`config.mk`:
```
export PLATFORM = sky130hd
export DESIGN_NAME = ks_adder_pipe
export DESIGN_NICKNAME = d
export VERILOG_FILES = /design/src/rtl/ks_pkg.sv /design/src/rtl/ks_prefix_level.sv /design/src/rtl/ks_adder_pipe.sv
export SDC_FILE = /design/constraint.sdc
export NUM_CORES = 1
export LEC_CHECK = 0
export CAP_MARGIN = 20
export CORE_ASPECT_RATIO = 1.25
export CORE_MARGIN = 5
export CORE_UTILIZATION = 50
export DETAILED_ROUTE_END_ITERATION = 12
export GPL_TIMING_DRIVEN = 0
export MAX_ROUTING_LAYER = met4
export PLACE_DENSITY = 0.77
export RECOVER_POWER = 50
export SLEW_MARGIN = 10
export SYNTH_ARGS = -nofsm -noshare
export SYNTH_HDL_FRONTEND = slang
export SYNTH_SLANG_ARGS = --single-unit
```
`constraint.sdc`:
```
create_clock -name clk -period 10.4 [get_ports clk]
set_input_delay 2.08 -clock clk [delete_from_list [all_inputs] [get_ports clk]]
set_output_delay 2.08 -clock clk [all_outputs]
set_load 0.01 [all_outputs]
```
`src/rtl/ks_pkg.sv`:
```
// Shared types, cell functions and pipeline-geometry helpers for the
// pipelined Kogge-Stone adder/subtractor.
package ks_pkg;

  // Operation select carried on in_sub.
  typedef enum logic {
    KS_ADD = 1'b0,
    KS_SUB = 1'b1
  } ks_op_e;

  // Number of prefix levels for a power-of-2 operand width.
  function automatic int ks_levels(input int width);
    return $clog2(width);
  endfunction

  // Accept-to-out_valid latency: input register, internal prefix registers,
  // output register.
  function automatic int ks_lat(input int levels, input int reg_every);
    return 2 + ((reg_every == 0) ? 0 : (levels - 1) / reg_every);
  endfunction

  // Default-configuration latency (WIDTH=32, REG_EVERY=2).
  localparam int KS_DEF_LAT = ks_lat(ks_levels(32), 2);

  // True when a pipeline register follows prefix level k.  The last level
  // never gets one because the output register follows it directly.
  function automatic bit ks_reg_after(input int k, input int levels,
                                      input int reg_every);
    return (reg_every != 0) && (((k + 1) % reg_every) == 0) && (k != levels - 1);
  endfunction

  // Pipeline stage index of the register that follows prefix level k.
  function automatic int ks_stage_of(input int k, input int reg_every);
    return (reg_every == 0) ? 0 : (k + 1) / reg_every;
  endfunction

  // Black cell: combine a high group with a lower, still incomplete group.
  function automatic logic [1:0] ks_black(input logic g_hi, input logic p_hi,
                                          input logic g_lo, input logic p_lo);
    return {g_hi | (p_hi & g_lo), p_hi & p_lo};
  endfunction

  // Gray cell: the lower group already reaches carry-in, so only G matters.
  function automatic logic ks_gray(input logic g_hi, input logic p_hi,
                                   input logic g_lo);
    return g_hi | (p_hi & g_lo);
  endfunction

endpackage

```
`src/rtl/ks_prefix_level.sv`:
```
// One combinational Kogge-Stone prefix level of span SPAN.
module ks_prefix_level
  import ks_pkg::*;
#(
  parameter int WIDTH = 32,
  parameter int SPAN  = 1
) (
  input  logic [WIDTH-1:0] g_in,
  input  logic [WIDTH-1:0] p_in,
  output logic [WIDTH-1:0] g_out,
  output logic [WIDTH-1:0] p_out
);

  // Bits below SPAN pass through; bits whose partner is already complete use
  // a gray cell, the rest a black cell.
  always_comb begin
    // NOTE: every output gets a default first so no path can infer a latch.
    g_out = g_in;
    p_out = p_in;
    for (int i = SPAN; i < WIDTH; i++) begin
      if (i < 2 * SPAN) begin
        g_out[i] = ks_gray(g_in[i], p_in[i], g_in[i-SPAN]);
      end else begin
        {g_out[i], p_out[i]} = ks_black(g_in[i], p_in[i], g_in[i-SPAN], p_in[i-SPAN]);
      end
    end
  end

endmodule

```
`src/rtl/ks_adder_pipe.sv`:
```
// Pipelined Kogge-Stone adder/subtractor with a valid/ready stream on both
// sides.  Every pipeline stage is one slot of an elastic valid chain.
module ks_adder_pipe
  import ks_pkg::*;
#(
  parameter int WIDTH     = 32,
  parameter int REG_EVERY = 2,
  parameter int TAG_W     = 4
) (
  input  logic             clk,
  input  logic             rst,
  input  logic             in_valid,
  output logic             in_ready,
  input  logic [WIDTH-1:0] in_a,
  input  logic [WIDTH-1:0] in_b,
  input  logic             in_cin,
  input  logic             in_sub,
  input  logic [TAG_W-1:0] in_tag,
  output logic             out_valid,
  input  logic             out_ready,
  output logic [WIDTH-1:0] out_sum,
  output logic             out_cout,
  output logic             out_ovf,
  output logic [TAG_W-1:0] out_tag
);

  localparam int LEVELS = ks_levels(WIDTH);
  localparam int LAT    = ks_lat(LEVELS, REG_EVERY);

  // Payload flowing through the prefix tree: group G/P, the original
  // propagate bits for the sum, carry-in for bit 0, and the sideband tag.
  typedef struct packed {
    logic [WIDTH-1:0] g;
    logic [WIDTH-1:0] p;
    logic [WIDTH-1:0] po;
    logic             c0;
    logic [TAG_W-1:0] tag;
  } lvl_t;

  logic [LAT-1:0] v;     // stage occupied
  logic [LAT-1:0] take;  // stage may load this cycle

  // Stage s may load when empty or when its contents move on; the chain is
  // resolved from the output back so a full pipe still moves at 1 op/clk.
  always_comb begin
    take[LAT-1] = !v[LAT-1] || out_ready;
    for (int s = LAT - 2; s >= 0; s--) begin
      take[s] = !v[s] || take[s+1];
    end
  end

  assign in_ready  = !rst && take[0];
  assign out_valid = v[LAT-1];

  // Valid chain: each stage inherits the occupancy of the stage before it.
  always_ff @(posedge clk) begin
    if (rst) begin
      v <= '0;
    end else begin
      // NOTE: sequential state uses <= so every stage sees pre-edge values.
      if (take[0]) v[0] <= in_valid;
      for (int s = 1; s < LAT; s++) begin
        if (take[s]) v[s] <= v[s-1];
      end
    end
  end

  // Operand conditioning: subtraction is A + ~B + !borrow.
  ks_op_e           op;
  logic [WIDTH-1:0] b_cond;
  assign op     = ks_op_e'(in_sub);
  assign b_cond = (op == KS_SUB) ? ~in_b : in_b;

  logic [WIDTH-1:0] a_q, b_q;
  logic             c0_q;
  logic [TAG_W-1:0] tag_q;

  // Input register (stage 0).
  always_ff @(posedge clk) begin
    // NOTE: datapath registers carry no reset; the valid chain alone decides
    // whether their contents mean anything.
    if (take[0] && in_valid) begin
      a_q   <= in_a;
      b_q   <= b_cond;
      c0_q  <= in_cin ^ in_sub;
      tag_q <= in_tag;
    end
  end

  lvl_t lvl0;

  // Bit-level p/g; carry-in is folded into bit 0 as the bit -1 generate.
  always_comb begin
    lvl0.p    = a_q ^ b_q;
    lvl0.po   = a_q ^ b_q;
    lvl0.g    = a_q & b_q;
    lvl0.g[0] = ks_gray(a_q[0] & b_q[0], a_q[0] ^ b_q[0], c0_q);
    lvl0.c0   = c0_q;
    lvl0.tag  = tag_q;
  end

  for (genvar k = 0; k < LEVELS; k++) begin : g_lvl
    lvl_t             d_in, d_nx, d_out;
    logic [WIDTH-1:0] nx_g, nx_p;

    if (k == 0) begin : g_first
      assign d_in = lvl0;
    end else begin : g_next
      assign d_in = g_lvl[k-1].d_out;
    end

    ks_prefix_level #(
      .WIDTH(WIDTH),
      .SPAN (1 << k)
    ) u_level (
      .g_in (d_in.g),
      .p_in (d_in.p),
      .g_out(nx_g),
      .p_out(nx_p)
    );

    assign d_nx = '{g: nx_g, p: nx_p, po: d_in.po, c0: d_in.c0, tag: d_in.tag};

    if (ks_reg_after(k, LEVELS, REG_EVERY)) begin : g_reg
      localparam int S = ks_stage_of(k, REG_EVERY);
      lvl_t q;
      // Internal prefix register, advancing with its valid-chain slot.
      always_ff @(posedge clk) begin
        if (take[S] && v[S-1]) q <= d_nx;
      end
      assign d_out = q;
    end else begin : g_comb
      assign d_out = d_nx;
    end
  end

  lvl_t             fin;
  logic [WIDTH-1:0] carry;
  assign fin   = g_lvl[LEVELS-1].d_out;
  assign carry = {fin.g[WIDTH-2:0], fin.c0};

  // Output register: sum, carry out and signed overflow; holds under stall.
  always_ff @(posedge clk) begin
    if (rst) begin
      out_sum  <= '0;
      out_cout <= 1'b0;
      out_ovf  <= 1'b0;
      out_tag  <= '0;
    end else if (take[LAT-1] && v[LAT-2]) begin
      out_sum  <= fin.po ^ carry;
      out_cout <= fin.g[WIDTH-1];
      out_ovf  <= fin.g[WIDTH-1] ^ fin.g[WIDTH-2];
      out_tag  <= fin.tag;
    end
  end

endmodule
```
Word level (Yosys, flattened, before mapping)
Index checks and enable logic that the tools add are counted.
- bits in read-only memories: 0
- word-level logic and storage cells: 403
- memory bits (writable): 0
- register bits after elaboration: 313
- memories: 0
- bits in latches: 0
- shift-type cells: 0
- mux-type cells: 1
- divide/modulo/power cells: 0
- $mul: 0
- $lt $le $gt $ge: 0
- reduce and logical (&&, ||, !) cells: 14
- $add $sub $neg: 0
- eq/ne operators: 0
- bitwise logic cells: 366
- operator list (operator ; number):
    bitwise AND 1 bit ; 229
    OR 1 bit ; 130
    bitwise XOR 32 bit ; 2
    bitwise AND 32 bit ; 1
    2-to-1 mux 32 bit ; 1
    inverter 32 bit ; 1
    logical AND 1 bit ; 5
    zero test 1 bit ; 5
    logical OR 1 bit ; 4
    bitwise XOR 1 bit ; 3

Logic depth before layout (Yosys ltp)
Gate-level depths: netlist of run 1.
- word-level depth: 7
- depth in mapped cells: 5
- mapped depth without buffers: 5

By module
A second synthesis of run 1 with hierarchy kept.
- cell total of the unflattened synthesis: 810
- area, all modules: 12844.8 sq um
- modules (own cells, without submodules) (module ; area an instance (sq um) ; seq. area each (sq um) ; cells an instance ; instances):
    ks_adder_pipe ; 10552.6 ; 8978.6 ; 490 ; 1
    ks_prefix_level (g_lvl[4].u_level) ; 480.5 ; 0.0 ; 64 ; 1
    ks_prefix_level (g_lvl[3].u_level) ; 461.7 ; 0.0 ; 64 ; 1
    ks_prefix_level (g_lvl[2].u_level) ; 455.4 ; 0.0 ; 64 ; 1
    ks_prefix_level (g_lvl[1].u_level) ; 450.4 ; 0.0 ; 64 ; 1
    ks_prefix_level (g_lvl[0].u_level) ; 444.2 ; 0.0 ; 64 ; 1

Least setup slack after synthesis of run 1
Ideal clock, no wire load.
- path kind: input to register
- start point: input port out_ready
- end point: register g_lvl[1].g_reg.q, in the netlist g_lvl[1].d_out[0] (enable)
- stages on the path: 3
- buffers on the path: 1
- slack: 0.283 ns
- data arrival time: 9.416 ns
- library setup time: 0.701 ns
- path through: and3b_1 -> buf_4 -> a21boi_0
- word-level cells in the longest chain between the ends: 4
- ends and longest elaborated chain (element ; line ; source):
    start: declaration ; ks_adder_pipe.sv:20 ; input logic out_ready,
    logical OR 1 bit ; ks_adder_pipe.sv:46 ; take[LAT-1] = !v[LAT-1] || out_ready;
    logical OR 1 bit (2 in series) ; ks_adder_pipe.sv:48 ; take[s] = !v[s] || take[s+1];
    logical AND 1 bit ; ks_adder_pipe.sv:129 ; if (take[S] && v[S-1]) q <= d_nx;
    end signal: assignment ; ks_adder_pipe.sv:129 ;
    end: declaration ; ks_adder_pipe.sv:126 ; lvl_t q;
No other way between the ends.
A chain may end at the register's enable or synchronous reset.

Worst setup path in the final report of run 1
- start point: input port rst
- end point: output port in_ready
- word-level cells in the longest chain between the ends: 2
- ends and longest elaborated chain (element ; line ; source):
    start: declaration ; ks_adder_pipe.sv:11 ; input logic rst,
    zero test 1 bit ; ks_adder_pipe.sv:52 ; assign in_ready = !rst && take[0];
    logical AND 1 bit ; ks_adder_pipe.sv:52 ;
    end: declaration ; ks_adder_pipe.sv:13 ; output logic in_ready,
No other way between the ends.

==> flow_metrics.py, run 1 <==
metrics = {
    "logic_synthesis": {
        "muxShareOfSynthArea": 0,
        "yosysMostFrequentCell": "edfxtp_1",
        "synth_top_area_share": 0.6584,
        "yosysTopAreaCell": "edfxtp_1",
        "synth-simple-area-share": 0.05345,
        "synth-seq-area-share": 0.7319,
        "synth_xor_area_frac": 0.05050,
        "syn-num-nets": 853,
        "syn_inst": 747,
        "synth.ff_latch_count": 293,
        "async_reset_ff_frac": 0,
        "netlist_top_cells_area": "edfxtp_1 66%, dfxtp_1 7.3%, xor2_1 3.7%",
        "yosys_warnings": 0,
        "ys_top_cells_by_count": "251 x edfxtp_1, 79 x a21oi_1, 71 x nand2_1",
        "synth_adder_area_share": 0.03498,
        "yosysUniqueCellTypes": 31,
        "synth-edff-count": 251,
        "ys_dominant_reg_cell": "edfxtp_1",
        "synth_area_mm2": 0.01145,
        "synth_compound_area_frac": 0.1131,
        "synth_top_family_by_area": "compound AO/OA/AOI/OAI gates",
        "syn_avg_cell_area_um2": 15.32,
    },
    "timing": {
        "min_period_over_period": 0.5990,
        "max_freq_mhz": 160.5,
        "max-slew-margin-rel": 0.4392,
        "tightest_slew_ns": 0.8392,
        "slew_viol_final": 0,
        "hold_violations": 0,
        "final.setup_skew_ns": 0.01377,
        "period_needed_ns": 6.229,
        "hold_slack_ns": 0.4163,
        "setup_viol": 0,
        "rsz0062_at_grt": "false",
    },
    "drt": {
        "via_per_inst": 5.291,
        "drc": 0,
        "vias": 6365,
        "drt_iter0_drc": 535,
        "wl_per_cell_um": 18.01,
        "postRouteAntennaNets": 0,
        "firstDrtPassIters": 5,
        "routed_wl_um": 21670,
    },
    "setup_path": {
        "cp-end-kind": "output port",
        "worstPathArrival_ns": 4.15,
        "rr_worst_depth": 7,
        "critical_path_class": "input port to output port",
        "r2r_setup_slack_ns": 7.93,
        "cp_data_required_time_ns": 8.32,
        "cp_max_fo": 10,
        "regToRegEndpoint": "g_lvl[1].d_out[100]",
        "startpoint_type": "input port",
        "r2r_start": "v[2]",
    },
    "clock_tree": {
        "cts_tree": "yes",
        "root_buffer": "clkbuf_16",
        "cts_setup_buffers": 0,
        "ctsResizeCount": 0,
        "numCtsBuffers": 27,
        "cts.sinks": 293,
        "ctsHtreeMaxLevel": 1,
        "holdBufCountCts": 0,
        "clk_latency_ns": 0.53,
        "clock_path_buffers": 3,
        "clk_pin_slew_worst_paths_ns": 0.06,
    },
    "worst_hold_path": {
        "worstHoldPathCells": 0,
        "hp-class": "register to register",
        "holdPathEnd": "fin[16]",
        "hp-start": "g_lvl[1].d_out[16]",
    },
    "global_routing": {
        "grt_pass1_wl_um": 34420,
        "grt_usage": 0.1712,
        "grt_pass1_vias": 6548,
        "gr-total-overflow": 0,
        "antenna_found_initial": 0,
        "grt_max_degree": 34,
    },
    "final_layout": {
        "syn_to_final_growth_pct": 22.16,
        "layout-drive-gt1-share": 0.09399,
        "fillers": 1694,
        "layout.nets": 1001,
        "n_antenna_cell": 0,
    },
    "floorplan": {
        "initial_core_util": 0.5019,
        "core_area_mm2": 0.02281,
        "ios": 114,
        "die_w_um": 145.3,
        "die_h_um": 179.2,
        "rows": 62,
        "die_area_mm2": 0.02604,
    },
    "place": {
        "io_buffers": 112,
        "gp_congestion": 0.8825,
        "place_hpwl_um": 16250,
    },
    "power": {
        "ir_worst_vdd_mv": 0.1425,
        "power.total_mw": 2.615,
        "cellLeakagePower_nw": 5.087,
        "power_density_mw_per_mm2": 187.0,
    },
    "job": {
        "maxCapViolCount": 0,
    },
    "outcome": {
        "status": "finished, final reports clean",
    },
}
==> where the power goes <==
group          internal (mW)  switching [mW]
clock network          0.626           0.411
logic                 0.0906           0.121
registers               1.34          0.0214
total                   2.06           0.553
==> kinds of logic after synthesis <==
logic type	Yosys count
AOI/OAI and AO/OA	193
xor gates and xnor gates	66
and+or+nand+nor	136
DFF	293
adders and majority gates	32
buffers and inverters	27
==> routing by layer <==
metal	vias up	track usage	wire (µm)
met5	-	-	0
met4	0	0.05171	493
met3	30	0.02149	1215
met2	202	0.3060	11440
met1	3030	0.2050	8525
li1	3103	-	-
==> placed cells by master, fill, tap and decap left out, types with 27 or more instances in the layout <==
cell             count
edfxtp_1           251
dlygate4sd3_1       41
xor2_1              48
o21ai_0             27
clkbuf_16           27
dfxtp_1             42
clkdlybuf4s50_1     71
nor2_1              39
a21o_1              34
ha_1                32
nand2_1             71
a21oi_1             79
==> through the flow <==
stage	std cells	setup TNS, ns	setup slack, ns	instance area, µm²	utilization
CTS	1203	0	4.590	14060	0.6165
global placement	1147	-254.55	-2.638	12930	0.5669
global route	1203	0	4.080	13980	0.6131
detailed placement	1154	0	4.618	13120	0.5752
finish	1203	0	4.171	13980	0.6131
floorplan	747	0	0.2831	11450	-
==> flip-flops by register name, indices dropped and copies added, names as in the netlist, 4 cells and up <==
name and cells:
a_q 32, b_q 32, fin 34, g_lvl.d_out 147
out_sum 32, out_tag 4, tag_q 4, v 4
==> how the worst max path moves through the flow <==
stage,startpoint,end,slack [ns],cells after the start
detailed placement,rst,in_ready,4.62,5
global route,rst,in_ready,4.08,5
CTS,rst,in_ready,4.59,5
global placement,out_ready,g_lvl[1].d_out[100],-2.64,4
finish,rst,in_ready,4.17,5
floorplan,out_ready,g_lvl[1].d_out[0],0.28,3
==> area by class of cell <==
class / count / area (µm²) / area share
plain buffers: 19 / 108.9 / 0.007785
well taps: 288 / 360.3 / 0.02577
flip-flops and latches: 293 / 8378 / 0.5991
repair buffers: 119 / 1276 / 0.09127
clock inverters: 19 / 256.5 / 0.01834
multi-input cells: 427 / 2887 / 0.2064
clock buffers: 30 / 686.9 / 0.04912
inverters: 8 / 30.03 / 0.002147
==> worst max-delay path, cell delays in order <==
cell	delay (ns)
dlygate4sd3_1	0.54
clkbuf_1	0.49
clkbuf_1	0.43
a31oi_1	0.09
clkdlybuf4s50_1	0.50
Note: power is estimated with default switching activity, not from simulation.
==> inputs of run 2 (changes only) <==
Settings changed: PLACE_DENSITY 0.77 to 0.74.
Clock period 10.4 ns to 6.3 ns, I/O delays scaled along.
==> run 2 against run 1 <==
Net effect: clock power grew 56%; sequential power grew 65%; global-route usage grew 0.27 points; worst hold slack gained 0.00075 ns; final area shrank 0.21%; highest routed layer unchanged; clock skew shrank 0.0057 ns; sequential cell count is the same; first-iteration DRC count shrank 19%; total power grew 62%; register-to-register slack lost 4.1 ns; critical path depth is the same; largest power group unchanged; via count shrank 0.44%.
==> flow_metrics.py, run 2 (synthesized netlist as in run 1, its figures left out) <==
metrics = {
    "floorplan": {
        "core_area_mm2": 0.02281,
        "ios": 114,
        "die_h_um": 179.2,
        "die_w_um": 145.3,
        "rows": 62,
        "die_area_mm2": 0.02604,
        "initial_core_util": 0.5019,
    },
    "power": {
        "power_density_mw_per_mm2": 302.9,
        "power.total_mw": 4.226,
        "ir_worst_vdd_mv": 0.2994,
        "cellLeakagePower_nw": 5.074,
    },
    "clock_tree": {
        "clk_latency_ns": 0.52,
        "holdBufCountCts": 0,
        "ctsResizeCount": 0,
        "ctsHtreeMaxLevel": 1,
        "clock_path_buffers": 3,
        "cts.sinks": 293,
        "cts_setup_buffers": 0,
        "clk_pin_slew_worst_paths_ns": 0.06,
        "root_buffer": "clkbuf_16",
        "cts_tree": "yes",
        "numCtsBuffers": 27,
    },
    "drt": {
        "drt_iter0_drc": 435,
        "via_per_inst": 5.263,
        "vias": 6337,
        "wl_per_cell_um": 18.19,
        "firstDrtPassIters": 5,
        "routed_wl_um": 21900,
        "postRouteAntennaNets": 0,
        "drc": 0,
    },
    "setup_path": {
        "cp.buffers_inverters": 4,
        "critical_path_class": "input port to output port",
        "max_stage_delay_ns": 0.55,
        "crit_top_cell": "clkbuf_1",
        "startpoint_type": "input port",
        "worstPathArrival_ns": 3.32,
        "cp-end-kind": "output port",
        "cp_slowest_cell": "dlygate4sd3_1",
        "cp_max_fo": 10,
        "critical_path.top_delay_family": "buffers and inverters",
        "cp_data_required_time_ns": 5.04,
        "path_cells": "dlygate4sd3_1, clkbuf_1, clkbuf_1, a31oi_1, clkdlybuf4s50_1",
        "r2r_setup_slack_ns": 3.85,
    },
    "final_layout": {
        "n_antenna_cell": 0,
        "largest_register_ffs": 147,
        "syn_to_final_growth_pct": 21.89,
        "layout.nets": 1002,
        "layout_commonest_cell": "edfxtp_1",
        "final_cell_mix": "251 x edfxtp_1, 79 x a21oi_1, 71 x nand2_1, 71 x clkdlybuf4s50_1, 48 x xor2_1",
        "layout-drive-gt1-share": 0.09279,
    },
    "worst_hold_path": {
        "hp-class": "register to register",
    },
    "job": {
        "maxCapViolCount": 0,
    },
    "timing": {
        "hold_violations": 0,
        "tightest_slew_ns": 0.8352,
        "period_needed_ns": 4.583,
        "final.setup_skew_ns": 0.008098,
        "slew_viol_final": 0,
        "setup_viol": 0,
        "max-slew-margin-rel": 0.4418,
        "rsz0062_at_grt": "false",
        "max_freq_mhz": 218.2,
        "min_period_over_period": 0.7275,
        "tns_ns": 0,
        "hold_slack_ns": 0.4171,
    },
    "global_routing": {
        "grt_pass1_vias": 6469,
        "gr-total-overflow": 0,
        "antenna_found_initial": 0,
        "grt_usage": 0.1738,
        "grt_max_degree": 33,
        "grt_pass1_wl_um": 34720,
    },
    "place": {
        "gp_congestion": 0.8755,
        "place_hpwl_um": 16440,
        "io_buffers": 112,
    },
    "outcome": {
        "status": "finished, final reports clean",
    },
}
==> run 2: cell types whose count changed in the layout (fill, tap and decap cells not counted) <==
cell,change
a211oi_1,-1
clkinv_1,-1
a211oi_2,+1
clkinv_2,+1
clkinvlp_4,-1
inv_6,-1
clkbuf_8,+1
clkbuf_1,+4
buf_12,+1
clkinv_4,-1
bufinv_16,-2
==> run 2: path summary, 6_finish.rpt <==
path / startpoint / end / cells past startpoint
worst max-delay path: rst / in_ready / 5
worst min-delay path: g_lvl[1].d_out[28] / fin[28] / 0
worst max register to register: v[2] / g_lvl[1].d_out[100] / 7
worst min register to register: g_lvl[1].d_out[28] / fin[28] / 0
==> run 2: stage by stage <==
step / setup slack, ns / instances / cell area [µm²] / util
5_1_grt: 1.607 / 1204 / 13950 / 0.6118
6_report: 1.717 / 1204 / 13950 / 0.6118
3_3_place_gp: -1.677 / 1147 / 12930 / 0.5670
2_1_floorplan: 0.4245 / 747 / 11450 / -
3_5_place_dp: 2.180 / 1155 / 13140 / 0.5760
4_1_cts: 2.161 / 1204 / 14030 / 0.6150
==> run 2: where the power goes <==
group	internal (mW)	total (mW)	switching, mW
registers	2.22	2.26	0.0369
logic	0.150	0.344	0.194
clock network	0.964	1.62	0.661
==> run 2: routing by layer <==
layer,track usage,vias up,wire length (µm)
li1,-,3107,-
met1,0.2201,3023,9099
met2,0.3004,176,11310
met3,0.02250,31,1092
met4,0.04510,0,392
met5,-,-,0
==> run 2: cell type report <==
cell class / instances / area (µm²)
fill: 1724 / 8853
sequential: 293 / 8378
multi-input combinational: 427 / 2892
timing repair buffer: 120 / 1296
clock buffer: 35 / 715.7
tap: 288 / 360.3
clock inverter: 14 / 172.7
buffer: 19 / 108.9
inverter: 8 / 30.03
==> inputs of run 3 (changes only) <==
Clock period 6.3 ns to 4.7 ns, I/O delays scaled along.
==> run 3 against run 2 <==
Net effect: largest cell class unchanged; clock power is 26% higher; critical path depth unchanged; sequential power grew 34%; clock-buffer cell count down 3; critical path type unchanged; final area is 0.13% lower; critical endpoint unchanged; global-route usage fell by 0.30 points; routed wire length increased by 0.22%; sequential share of layout area up 0.075 points; largest power group unchanged.
==> flow_metrics.py, run 3 (synthesized netlist as in run 1, its figures left out) <==
metrics = {
    "final_layout": {
        "layout_commonest_cell": "edfxtp_1",
        "final_core_util": 0.6110,
        "largest_register_ffs": 147,
        "fillers": 1750,
        "n_antenna_cell": 0,
        "layout.nets": 1003,
        "layout-drive-gt1-share": 0.08833,
        "final_cell_mix": "251 x edfxtp_1, 79 x a21oi_1, 71 x nand2_1, 71 x clkdlybuf4s50_1, 48 x xor2_1",
        "syn_to_final_growth_pct": 21.74,
    },
    "timing": {
        "hold_violations": 0,
        "max_freq_mhz": 254.0,
        "tightest_slew_ns": 0.7314,
        "min_period_over_period": 0.8376,
        "final.setup_skew_ns": 0.01135,
        "setup_viol": 0,
        "hold_slack_ns": 0.4184,
        "period_needed_ns": 3.937,
        "rsz0062_at_grt": "false",
        "slew_viol_final": 0,
        "max-slew-margin-rel": 0.5124,
    },
    "power": {
        "cellLeakagePower_nw": 5.057,
        "power_density_mw_per_mm2": 397.3,
        "ir_worst_vdd_mv": 0.2851,
        "power.total_mw": 5.537,
    },
    "clock_tree": {
        "numCtsBuffers": 27,
        "clk_pin_slew_worst_paths_ns": 0.06,
        "holdBufCountCts": 0,
        "ctsHtreeMaxLevel": 1,
        "ctsResizeCount": 0,
        "clock_path_buffers": 3,
        "cts.sinks": 293,
        "cts_tree": "yes",
        "root_buffer": "clkbuf_16",
        "cts_setup_buffers": 0,
        "clk_latency_ns": 0.52,
    },
    "global_routing": {
        "antenna_found_initial": 0,
        "gr-total-overflow": 0,
        "grt_pass1_vias": 6485,
        "grt_pass1_wl_um": 34090,
        "grt_max_degree": 29,
        "grt_usage": 0.1709,
    },
    "outcome": {
        "status": "finished, final reports clean",
    },
    "floorplan": {
        "initial_core_util": 0.5019,
        "die_h_um": 179.2,
        "rows": 62,
        "ios": 114,
        "die_area_mm2": 0.02604,
        "die_w_um": 145.3,
        "core_area_mm2": 0.02281,
    },
    "setup_path": {
        "worstPathArrival_ns": 3.00,
        "r2r_start": "v[2]",
        "regToRegEndpoint": "g_lvl[1].d_out[99]",
        "r2r_setup_slack_ns": 2.48,
        "cp-end-kind": "output port",
        "cp_max_fo": 10,
        "startpoint_type": "input port",
        "crit_end": "in_ready",
        "rr_worst_depth": 7,
        "crit_path_start": "rst",
        "critical_path_class": "input port to output port",
        "cp_data_required_time_ns": 3.76,
    },
    "drt": {
        "firstDrtPassIters": 5,
        "routed_wl_um": 21950,
        "vias": 6341,
        "via_per_inst": 5.262,
        "drt_iter0_drc": 431,
        "postRouteAntennaNets": 0,
        "wl_per_cell_um": 18.21,
        "drc": 0,
    },
    "worst_hold_path": {
        "hp-class": "register to register",
    },
    "place": {
        "gp_congestion": 0.8883,
        "io_buffers": 112,
        "place_hpwl_um": 16510,
    },
    "job": {
        "maxCapViolCount": 0,
    },
}
==> run 3: changes by cell type in the layout (fill, tap and decap cells not counted), sizes merged <==
cell	previous run	this run
clkbuf	45	42
bufinv	4	2
inv	8	9
clkinv	8	12
buf	17	18
==> run 3: cell type report <==
type	instances	area, µm²	share of cell area
clock buffers	32	694.4	0.04983
flip-flops and latches	293	8378	0.6012
repair buffers	121	1339	0.09607
inverters	8	30.03	0.002155
well taps	288	360.3	0.02586
clock inverters	17	128.9	0.009248
multi-input cells	427	2897	0.2078
plain buffers	19	108.9	0.007811
==> run 3: worst min-delay path by stage <==
stage,start,endpoint,slack [ns],cells after the start
after floorplan,g_lvl[1].d_out[4],carry[0],0.40,0
after global placement,g_lvl[1].d_out[36],fin[36],0.40,0
after detailed placement,g_lvl[1].d_out[30],fin[30],0.40,0
after CTS,g_lvl[1].d_out[32],fin[32],0.42,0
after global routing,g_lvl[1].d_out[32],fin[32],0.42,0
final,g_lvl[1].d_out[30],fin[30],0.42,0
==> run 3: report_power, final <==
part | internal (mW) | switching (mW) | leakage, nW
clock network | 1.16 | 0.884 | 0.395
logic | 0.204 | 0.263 | 1.82
registers | 2.98 | 0.0501 | 2.84
total | 4.34 | 1.20 | 5.06
==> run 3: stage by stage <==
stage          cells  worst slack [ns]  setup TNS (ns)  area, µm²
2_1_floorplan    747            0.3820               0      11460
3_3_place_gp    1147            -1.252         -196.97      12940
3_5_place_dp    1156             1.238               0      13180
4_1_cts         1205             1.230               0      14000
5_1_grt         1205            0.6066               0      13940
6_report        1205            0.7633               0      13940
==> run 3: per-layer routing <==
layer	global-route usage	part of all wire	wire length (µm)	vias to the layer above
met5	-	0	0	-
met4	0.05832	0.031	675	0
met3	0.02023	0.044	962	39
met2	0.2933	0.51	11090	175
met1	0.2134	0.42	9218	3017
li1	-	-	-	3110
==> run 3: worst max-delay path, cell delays in order <==
cell	delay, ns
dlygate4sd3_1	0.55
clkbuf_1	0.51
clkbuf_1	0.43
a31oi_1	0.07
clkdlybuf4s50_1	0.50
